==> config.mk <==
export PLATFORM = sky130hd
export DESIGN_NAME = detector_jogada
export DESIGN_NICKNAME = d
export VERILOG_FILES = /design/src/rtl/detector_jogada_pkg.sv /design/src/rtl/sincronizador_2ff.sv /design/src/rtl/detector_jogada.sv
export SDC_FILE = /design/constraint.sdc
export NUM_CORES = 1
export LEC_CHECK = 0
export ABC_AREA = 1
export BUFFER_PORTS_ARGS = -buffer_cell sky130_fd_sc_hd__buf_2
export CORE_UTILIZATION = 45
export CTS_CLUSTER_SIZE = 40
export DETAILED_ROUTE_END_ITERATION = 12
export GPL_TIMING_DRIVEN = 0
export SETUP_SLACK_MARGIN = 0.15
export SLEW_MARGIN = 20
export SYNTH_ARGS = -nofsm -noshare
export SYNTH_HDL_FRONTEND = slang
export SYNTH_SLANG_ARGS = --single-unit
==> constraint.sdc <==
create_clock -name clock -period 2.01 [get_ports clock]
set_clock_uncertainty 0.15 [all_clocks]
set_input_delay 0.201 -clock clock [delete_from_list [all_inputs] [get_ports clock]]
set_output_delay 0.201 -clock clock [all_outputs]
set_load 0.02 [all_outputs]
==> src/rtl/detector_jogada_pkg.sv <==
// detector_jogada package: FSM state codes
// and the one-hot check used to validate a press.
package detector_jogada_pkg;

  typedef enum logic [3:0] {
    OCIOSO           = 4'h0,
    ESTABILIZA       = 4'h1,
    VALIDA           = 4'h2,
    ESPERA_SOLTA     = 4'h3,
    SOLTA_ESTABILIZA = 4'h4
  } estado_t;

  function automatic logic eh_one_hot(
    input logic [3:0] v
  );
    return (v != 4'b0) &&
           ((v & (v - 4'd1)) == 4'b0);
  endfunction

endpackage

==> src/rtl/sincronizador_2ff.sv <==
// Two-flop synchronizer for asynchronous
// inputs, synchronous active-high reset.
module sincronizador_2ff #(
  parameter int W = 4
) (
  input  logic         clock,
  input  logic         reset,
  input  logic [W-1:0] d,
  output logic [W-1:0] q
);

  logic [W-1:0] meta;

  always_ff @(posedge clock) begin
    if (reset) begin
      meta <= '0;
      q    <= '0;
    end else begin
      meta <= d;
      q    <= meta;
    end
  end

endmodule

==> src/rtl/detector_jogada.sv <==
// Key conditioning: sync, debounce, one-hot
// validation and release gating of player keys.
module detector_jogada
  import detector_jogada_pkg::*;
#(
  parameter int DEBOUNCE_CYCLES = 50000,
  parameter int CONT_W          = 16
) (
  input  logic       clock,
  input  logic       reset,
  input  logic [3:0] chaves,
  input  logic       habilita,
  output logic [3:0] jogada,
  output logic       jogada_feita,
  output logic       jogada_invalida,
  output logic       db_tem_jogada,
  output logic [3:0] db_estado
);

  localparam logic [CONT_W-1:0] LIMITE =
    CONT_W'(DEBOUNCE_CYCLES - 1);

  estado_t           estado;
  logic [CONT_W-1:0] cont;
  logic [3:0]        candidato;
  logic [3:0]        s_chaves;

  sincronizador_2ff #(
    .W(4)
  ) u_sync (
    .clock(clock),
    .reset(reset),
    .d    (chaves),
    .q    (s_chaves)
  );

  assign db_tem_jogada = |s_chaves;
  assign db_estado     = estado;

  always_ff @(posedge clock) begin
    if (reset) begin
      estado          <= OCIOSO;
      cont            <= '0;
      candidato       <= '0;
      jogada          <= '0;
      jogada_feita    <= 1'b0;
      jogada_invalida <= 1'b0;
    end else begin
      jogada_feita    <= 1'b0;
      jogada_invalida <= 1'b0;
      case (estado)
        OCIOSO: begin
          if (habilita && s_chaves != 4'b0) begin
            candidato <= s_chaves;
            cont      <= '0;
            estado    <= ESTABILIZA;
          end
        end
        ESTABILIZA: begin
          if (s_chaves != candidato) begin
            cont   <= '0;
            estado <= OCIOSO;
          end else if (cont == LIMITE) begin
            cont   <= '0;
            estado <= VALIDA;
            // strobe is registered so it lines up with VALIDA
            if (eh_one_hot(candidato)) begin
              jogada       <= candidato;
              jogada_feita <= 1'b1;
            end else begin
              jogada_invalida <= 1'b1;
            end
          end else begin
            cont <= cont + 1'b1;
          end
        end
        VALIDA: begin
          cont   <= '0;
          estado <= ESPERA_SOLTA;
        end
        ESPERA_SOLTA: begin
          if (s_chaves == 4'b0) begin
            cont   <= '0;
            estado <= SOLTA_ESTABILIZA;
          end
        end
        SOLTA_ESTABILIZA: begin
          if (s_chaves != 4'b0) begin
            cont   <= '0;
            estado <= ESPERA_SOLTA;
          end else if (cont == LIMITE) begin
            cont   <= '0;
            estado <= OCIOSO;
          end else begin
            cont <= cont + 1'b1;
          end
        end
        default: begin
          cont   <= '0;
          estado <= OCIOSO;
        end
      endcase
    end
  end

endmodule

==> results of run 1 <==
[worst max-delay path, delay by kind of cell (launching register included)]
kind / cells / cell delay [ns]
flops: 1 / 0.37
simple gates: 8 / 0.68
buf+inv: 2 / 0.26
fa+ha+maj: 1 / 0.15
[per-layer routing]
metal | global-route usage [%] | share of wire [%] | up-vias | routed length, µm
met3 | 4.329 | 3.8 | 8 | 178
met4 | 6.889 | 1.7 | 0 | 81
met5 | 0 | 0 | - | 0
met1 | 24.91 | 45 | 864 | 2145
met2 | 37.61 | 49 | 37 | 2338
li1 | - | - | 1039 | -
[Yosys cell counts]
library cell	count	area share (%)
nand2_1	73	13
nor2_1	46	8.3
inv_1	40	7.2
dfxtp_1	37	35
nand3_1	31	7.4
a21oi_1	18	4.3
nand4_1	9	2.7
o21ai_0	7	1.7
inv_2	6	1.1
nand2_4	4	2.2
xor2_1	4	1.7
nand2_2	3	0.90
nand3_2	3	1.4
xnor2_1	3	1.3
buf_1	2	0.36
buf_4	2	0.72
nor2_4	2	1.1
nor3_1	2	0.48
nor3_2	2	0.96
o21ai_1	2	0.48
o21bai_1	2	0.72
a31o_2	1	0.42
buf_2	1	0.24
buf_6	1	0.54
clkbuf_1	1	0.18
clkinv_2	1	0.24
conb_1	1	0.18
ha_1	1	0.60
nand3b_1	1	0.36
nand4_4	1	1.0
nor2_8	1	0.96
nor4_1	1	0.30
o21ai_4	1	0.78
o22ai_1	1	0.30
or2_0	1	0.30
or2_1	1	0.30
[stage by stage]
stage / instances / power, mW
after floorplan: 313 / 1.332
after global placement: 381 / 1.491
after detailed placement: 381 / 1.491
after CTS: 393 / 2.077
after global routing: 395 / 2.195
final: 395 / 2.068
[registers in the layout, indices dropped and copies added, names as in the netlist]
signal and cells:
candidato 4, cont 16, db_estado 3, jogada 4
jogada_feita 1, jogada_invalida 1, u_sync.meta 4, u_sync.q 4
[cells by family (layout without fill, tap and decap cells)]
family	Yosys count	count (layout)	synth area share (%)
simple gates	181	181	41.69
fa+ha+maj	1	1	0.5980
flops	37	37	35.41
other cells	1	1	0.1793
xor+xnor	7	7	2.931
compound gates	32	32	8.673
buf+inv	54	84	10.53
[worst paths after layout]
path,slack (ns),endpoint,from,cells after the start
setup / recovery,0.28,jogada[2]$_SDFFE_PP0P_,cont[0]$_SDFFE_PP0P_,11
hold / removal,0.13,cont[0]$_SDFFE_PP0P_,reset,4
setup reg to reg,0.28,jogada[2]$_SDFFE_PP0P_,cont[0]$_SDFFE_PP0P_,11
hold reg to reg,0.25,u_sync.q[0]$_SDFF_PP0_,u_sync.meta[0]$_SDFF_PP0_,2
[cell type report]
cell class	count	share of cell area, %
plain buffers	7	1.915
clock buffers	7	3.986
clock inverters	1	0.2070
inverters	47	7.350
multi-input cells	222	47.52
flip-flops and latches	37	30.75
well taps	52	2.692
repair buffers	22	5.590
[cells in the final DEF, fill, tap and decap left out, types with 3 or more instances in the layout]
| master | synthesis | final |
|---|---|---|
| nand4_1 | 9 | 9 |
| dlygate4sd3_1 | 0 | 4 |
| dfxtp_1 | 37 | 35 |
| buf_2 | 1 | 17 |
| o21ai_0 | 7 | 7 |
| a21oi_1 | 18 | 18 |
| xnor2_1 | 3 | 3 |
| nand2_1 | 73 | 73 |
| nand3_2 | 3 | 3 |
| nor3_2 | 2 | 3 |
| nand2_2 | 3 | 3 |
| nor2_1 | 46 | 46 |
| inv_2 | 6 | 6 |
| inv_1 | 40 | 40 |
| nand3_1 | 31 | 31 |
| nand2_4 | 4 | 4 |
| xor2_1 | 4 | 4 |
| clkbuf_8 | 0 | 7 |
| buf_4 | 2 | 4 |
[timing repair]
item / 4_1_cts / 5_1_grt
hold endpoints to repair: 4 / 0
endpoints found under the setup margin: 0 / 10
hold buffers: 4 / 0
setup buffers: 0 / 2
resized for setup: 0 / 6
[power by group]
group	total [mW]	switching (mW)	internal (mW)	leakage, nW
clock	0.575	0.265	0.310	0.0542
sequential	0.834	0.0529	0.781	0.302
combinational	0.660	0.456	0.204	0.774
==> results by group, run 1 <==
Outcome
  • Status: completed

Die
  • Row Count: 24
  • Ports: 18
  • Total core area: approximately 4400 µm²
  • Chip height: ~70 µm
  • Die Area: ~4900 µm²
  • Die Wd: between 70 and 80 µm
  • Initial core utilization: about 47%

Min path
  • Hold WC Path Type: primary input to flop

Power and ir drop
  • PD cells: ~860 nW/µm²
  • Maximum vdd drop: approximately 0.00047 V
  • Leak: ~1.1 nW

Critical path
  • Crit-path cells: ha_4 > nand2_2 > clkinv_2 > nand2_4 > nor2_4 > nand4_4 > buf_8 > nor2_8 > nand3_1 > nand2_1 > nor2_1
  • CP max stage cell: dfxtp_2
  • Crit Path Class: flop to flop
  • Crit path max fanout: 8
  • Worst setup SP type: flop
  • Worst setup EP type: flop
  • Critical Path AT: around 1.8 ns
  • CP peak stage delay: roughly 0.37 ns
  • CP required: 2.05 ns

Final layout
  • Share of layout cells above drive strength 1: about 17%
  • Filler cell count in the final layout: ~460
  • Design area: between 2000 and 2500 µm²
  • Nets: 350
  • Multi-input gate area: 1149 µm²
  • Area growth from synthesis to layout: 15.55%
  • Register area: 743.2 µm²
  • Final core utilization: between 50% and 60%
  • # diodes: 0

Placement
  • Post-DP Area: roughly 2200 µm²
  • DPL Wire Length: 3467 µm
  • RePlAce Congestion: 0.8601
  • I/O Buffers: 16
  • Worst slack, placed: roughly 0.20 ns

Timing
  • Measured slew at the worst slew-check pin: roughly 0.54 ns
  • Final period util: between 80% and 90%
  • Final setup TNS: 0 ns
  • Hold Vio Cnt, Final: 0
  • Final WS setup: 0.2810 ns
  • Final setup viols: 0
  • Max Freq: slightly below 0.6 GHz
  • Fin crit period: 1.729 ns
  • Fin. max-slew vios: 0
  • Hold_ws: ~0.13 ns
  • Worst rel slew slack: 63.88%
  • RSZ-0062 raised after global routing: true

Yosys
  • Syn avg cell area: around 6.7 µm²
  • Mapped Nets: about 320
  • Cells after synthesis: roughly 310
  • Synthesized area: between 2000 and 2500 µm²
  • Flops & latches, synth: 37
  • Ys Warns: 0
  • Cell variety after synth: 36
  • Seq/Total Area, Yosys: between 30 and 40%

Clock tree
  • CTS Sinks: 37
  • Worst-Skew Late Latency: slightly below 0.3 ns
  • Cts bufs inserted: 5
  • Clk slew on worst S/H paths: ~0.08 ns
  • Clock buffer depth: 2
  • Number of H-tree levels: 2
  • CTS tree: done
  • Clock root buffer: clkbuf_8

Global routing
  • Vias in the first global route: ~1,900
  • Gr ovfl total: 0
  • All-Layer GR Usage: between 20% and 30%
  • Global-route wire length before repair: 8190 µm
  • Initial antenna violation count: 0
  • Largest net degree at the start of global routing: 12

Route
  • DR iter-0 viols: ~120
  • Post-Route WL: around 4700 µm
  • DRC Markers: 0
  • DRT antenna net count: 0
  • Vias/cell: 4.932
  • First-pass DRT Iterations: 4
  • DR vias: 1,948
  • Detailed-route wire length per cell: 12.01 µm

Flow run
  • Max_cap viols: 0
(Power assumes the default switching activity.)
==> run 2: changes to the inputs <==
- clock period: 2.01 -> 1.6 ns (I/O delays scaled with it)
==> run 2 against run 1 <==
Effect of this change:
- the flow now finishes with violations (negative setup slack)
- global-route usage is 2.4 points higher
- clock power is 45% higher
- power is 63% higher
- combinational power is 120% higher
- register-to-register slack worse by 0.34 ns
- sequential cell count stayed put
- core utilization is 13 points higher
- fmax is 3.9% higher
- largest power group is now combinational cells
- design area is 24% higher
==> results by group, run 2 (synthesized netlist as in run 1, its figures left out) <==
Outcome
  • Status: finished, violations left
  • Violated checks: negative setup slack

Route
  • DRT antenna net count: 0 (unchanged)
  • DR vias: 2,122 (+8.9%)
  • Vias/cell: 5.126 (+3.9%)
  • DR iter-0 viols: 151 (+22%)
  • Post-Route WL: 5488 µm (+16%)
  • First-pass DRT Iterations: 4 (unchanged)
  • Detailed-route wire length per cell: 13.26 µm (+10%)
  • DRC Markers: 0 (unchanged)

Final layout
  • Most flop-heavy register: cont
  • Area growth from synthesis to layout: 43.24%
  • Share of layout cells above drive strength 1: 40.88% (+24 points)
  • # diodes: 0 (unchanged)
  • Register area: 778.2 µm² (+4.7%)
  • Commonest cells after routing, fill and taps aside: nand2_1 (63), inv_1 (34), nor2_1 (30)
  • Design area: 2997 µm² (+24%)
  • Nets: 369 (+5.4%)
  • Multi-input gate area: 1441 µm² (+25%)
  • Max reg flops: 16 (unchanged)
  • Filler cell count in the final layout: 345 (-25%)
  • Commonest non-fill, non-tap cell in the layout: nand2_1

Clock tree
  • CTS tree: done
  • Worst-Skew Late Latency: 0.29 ns (about the same)
  • CTS Sinks: 37 (unchanged)
  • Cts bufs inserted: 5 (unchanged)
  • Clk slew on worst S/H paths: 0.08 ns (about the same)
  • Clock root buffer: clkbuf_8
  • Clock buffer depth: 2 (unchanged)
  • Number of H-tree levels: 2 (unchanged)

Timing
  • RSZ-0062 raised after global routing: true
  • Hold_ws: 0.06892 ns (-0.06504 ns)
  • Fin. max-slew vios: 0 (unchanged)
  • Measured slew at the worst slew-check pin: 0.6948 ns (+0.1530 ns)
  • Final period util: 104.0% (+18 points)
  • Worst rel slew slack: 53.68% (-10 points)
  • Max Freq: 0.6011 GHz (+3.9%)
  • Final setup viols: 10 (+10)
  • Final WS setup: -0.06373 ns (-0.3448 ns)
  • Fin crit period: 1.664 ns (-0.06524 ns)
  • Hold Vio Cnt, Final: 0 (unchanged)

Critical path
  • Worst setup EP type: flop
  • Crit path max fanout: 8 (unchanged)
  • FF-to-FF setup slack: -0.06 ns (-0.34 ns)
  • Crit Path Class: flop to flop
  • R2R depth: 11 (unchanged)
  • Worst setup SP type: flop
  • Capturing point of the worst reg2reg path: jogada[1]$_SDFFE_PP0P_
  • CP required: 1.64 ns (-0.41 ns)
  • Reg-to-reg startpoint: cont[1]$_SDFFE_PP0P_
  • Critical Path AT: 1.70 ns (-0.06 ns)

Die
  • Initial core utilization: 47.39% (unchanged)
  • Ports: 18 (unchanged)
  • Chip height: 70.18 µm (unchanged)
  • Die Area: 4925 µm² (unchanged)
  • Total core area: 4414 µm² (unchanged)
  • Die Wd: 70.18 µm (unchanged)
  • Row Count: 24 (unchanged)

Global routing
  • Largest net degree at the start of global routing: 14 (+2)
  • Vias in the first global route: 2,059 (+10%)
  • Global-route wire length before repair: 9177 µm (+12%)
  • Initial antenna violation count: 0 (unchanged)
  • All-Layer GR Usage: 23.39% (+2.4 points)
  • Gr ovfl total: 0 (unchanged)

Flow run
  • Max_cap viols: 0 (unchanged)

Placement
  • I/O Buffers: 16 (unchanged)
  • Worst slack, placed: -0.1382 ns (-0.3360 ns)
  • DPL Wire Length: 3525 µm (+1.7%)
  • Post-DP Area: 2301 µm² (+2.9%)
  • RePlAce Congestion: 0.8567 (-0.40%)

Min path
  • Hold WC Path Type: primary input to flop
  • Hold Path Sink: candidato[1]$_SDFFE_PP0P_
  • Number of cells on the worst hold path: 3 (-1)
  • Hold_sp: habilita

Power and ir drop
  • PD cells: 1127 nW/µm² (+32%)
  • Maximum vdd drop: 0.0005960 V (+28%)
  • Leak: 1.333 nW (+18%)
run 2: critical path, stage by stage, from the launching register on:
cell and delay, ns:
dfxtp_4 0.37, ha_4 0.15, nand2_4 0.06, clkinv_4 0.06, nand2_4 0.05, nor2_4 0.10
nand4_4 0.11, buf_8 0.17, nor2_8 0.14, nand3_1 0.09, nand2_1 0.07, nor2_1 0.05
run 2: layout make-up:
class	instances	share of cell area, %
multi-input combinational	222	48.10
sequential	37	25.97
timing repair buffer	41	11.73
inverter	47	6.305
clock buffer	5	2.296
tap	52	2.171
buffer	7	1.879
clock inverter	3	1.545
run 2: worst max path at each step:
| stage | from | to | slack [ns] | cells after the start |
|---|---|---|---|---|
| detailed placement | cont[1]$_SDFFE_PP0P_ | jogada[0]$_SDFFE_PP0P_ | -0.14 | 11 |
| CTS | cont[1]$_SDFFE_PP0P_ | cont[8]$_SDFFE_PP0P_ | -0.05 | 11 |
| floorplan | cont[1]$_SDFFE_PP0P_ | jogada[0]$_SDFFE_PP0P_ | 0.03 | 11 |
| global route | cont[1]$_SDFFE_PP0P_ | jogada[0]$_SDFFE_PP0P_ | -0.14 | 11 |
| global placement | cont[1]$_SDFFE_PP0P_ | jogada[2]$_SDFFE_PP0P_ | -0.13 | 11 |
| finish | cont[1]$_SDFFE_PP0P_ | jogada[1]$_SDFFE_PP0P_ | -0.06 | 11 |
run 2: metrics by stage:
| stage | cells | utilization, % | TNS, ns | total power [mW] |
|---|---|---|---|---|
| after floorplan | 313 | - | 0 | 1.744 |
| after global placement | 381 | 52.13 | -0.7634 | 1.941 |
| after detailed placement | 381 | 52.13 | -0.7230 | 1.935 |
| after CTS | 411 | 64.03 | -0.2767 | 3.232 |
| after global routing | 414 | 67.89 | -1.728 | 3.541 |
| final | 414 | 67.89 | -0.3327 | 3.378 |
run 2: where the power goes:
part,switching (mW),internal [mW]
Sequential,0.0803,0.995
Combinational,0.834,0.634
Clock,0.367,0.467
Total,1.28,2.10
run 2: per-layer routing:
layer | vias up | global-route usage [%] | part of all wire (%) | wire [µm]
met4 | 0 | 8.444 | 1.6 | 88
li1 | 1088 | - | - | -
met2 | 38 | 40.81 | 53 | 2908
met1 | 988 | 28.55 | 43 | 2345
met3 | 8 | 4.329 | 2.7 | 146
met5 | - | 0 | 0 | 0
run 2: repair_timing:
action | CTS | global route
endpoints found under the hold margin | 4 | 0
buffers inserted | 17 | 3
endpoints found under the setup margin | 29 | 27
pin swaps | 23 | 21
resized for setup | 64 | 37
hold buffers | 4 | 0
cloned | 1 | 0
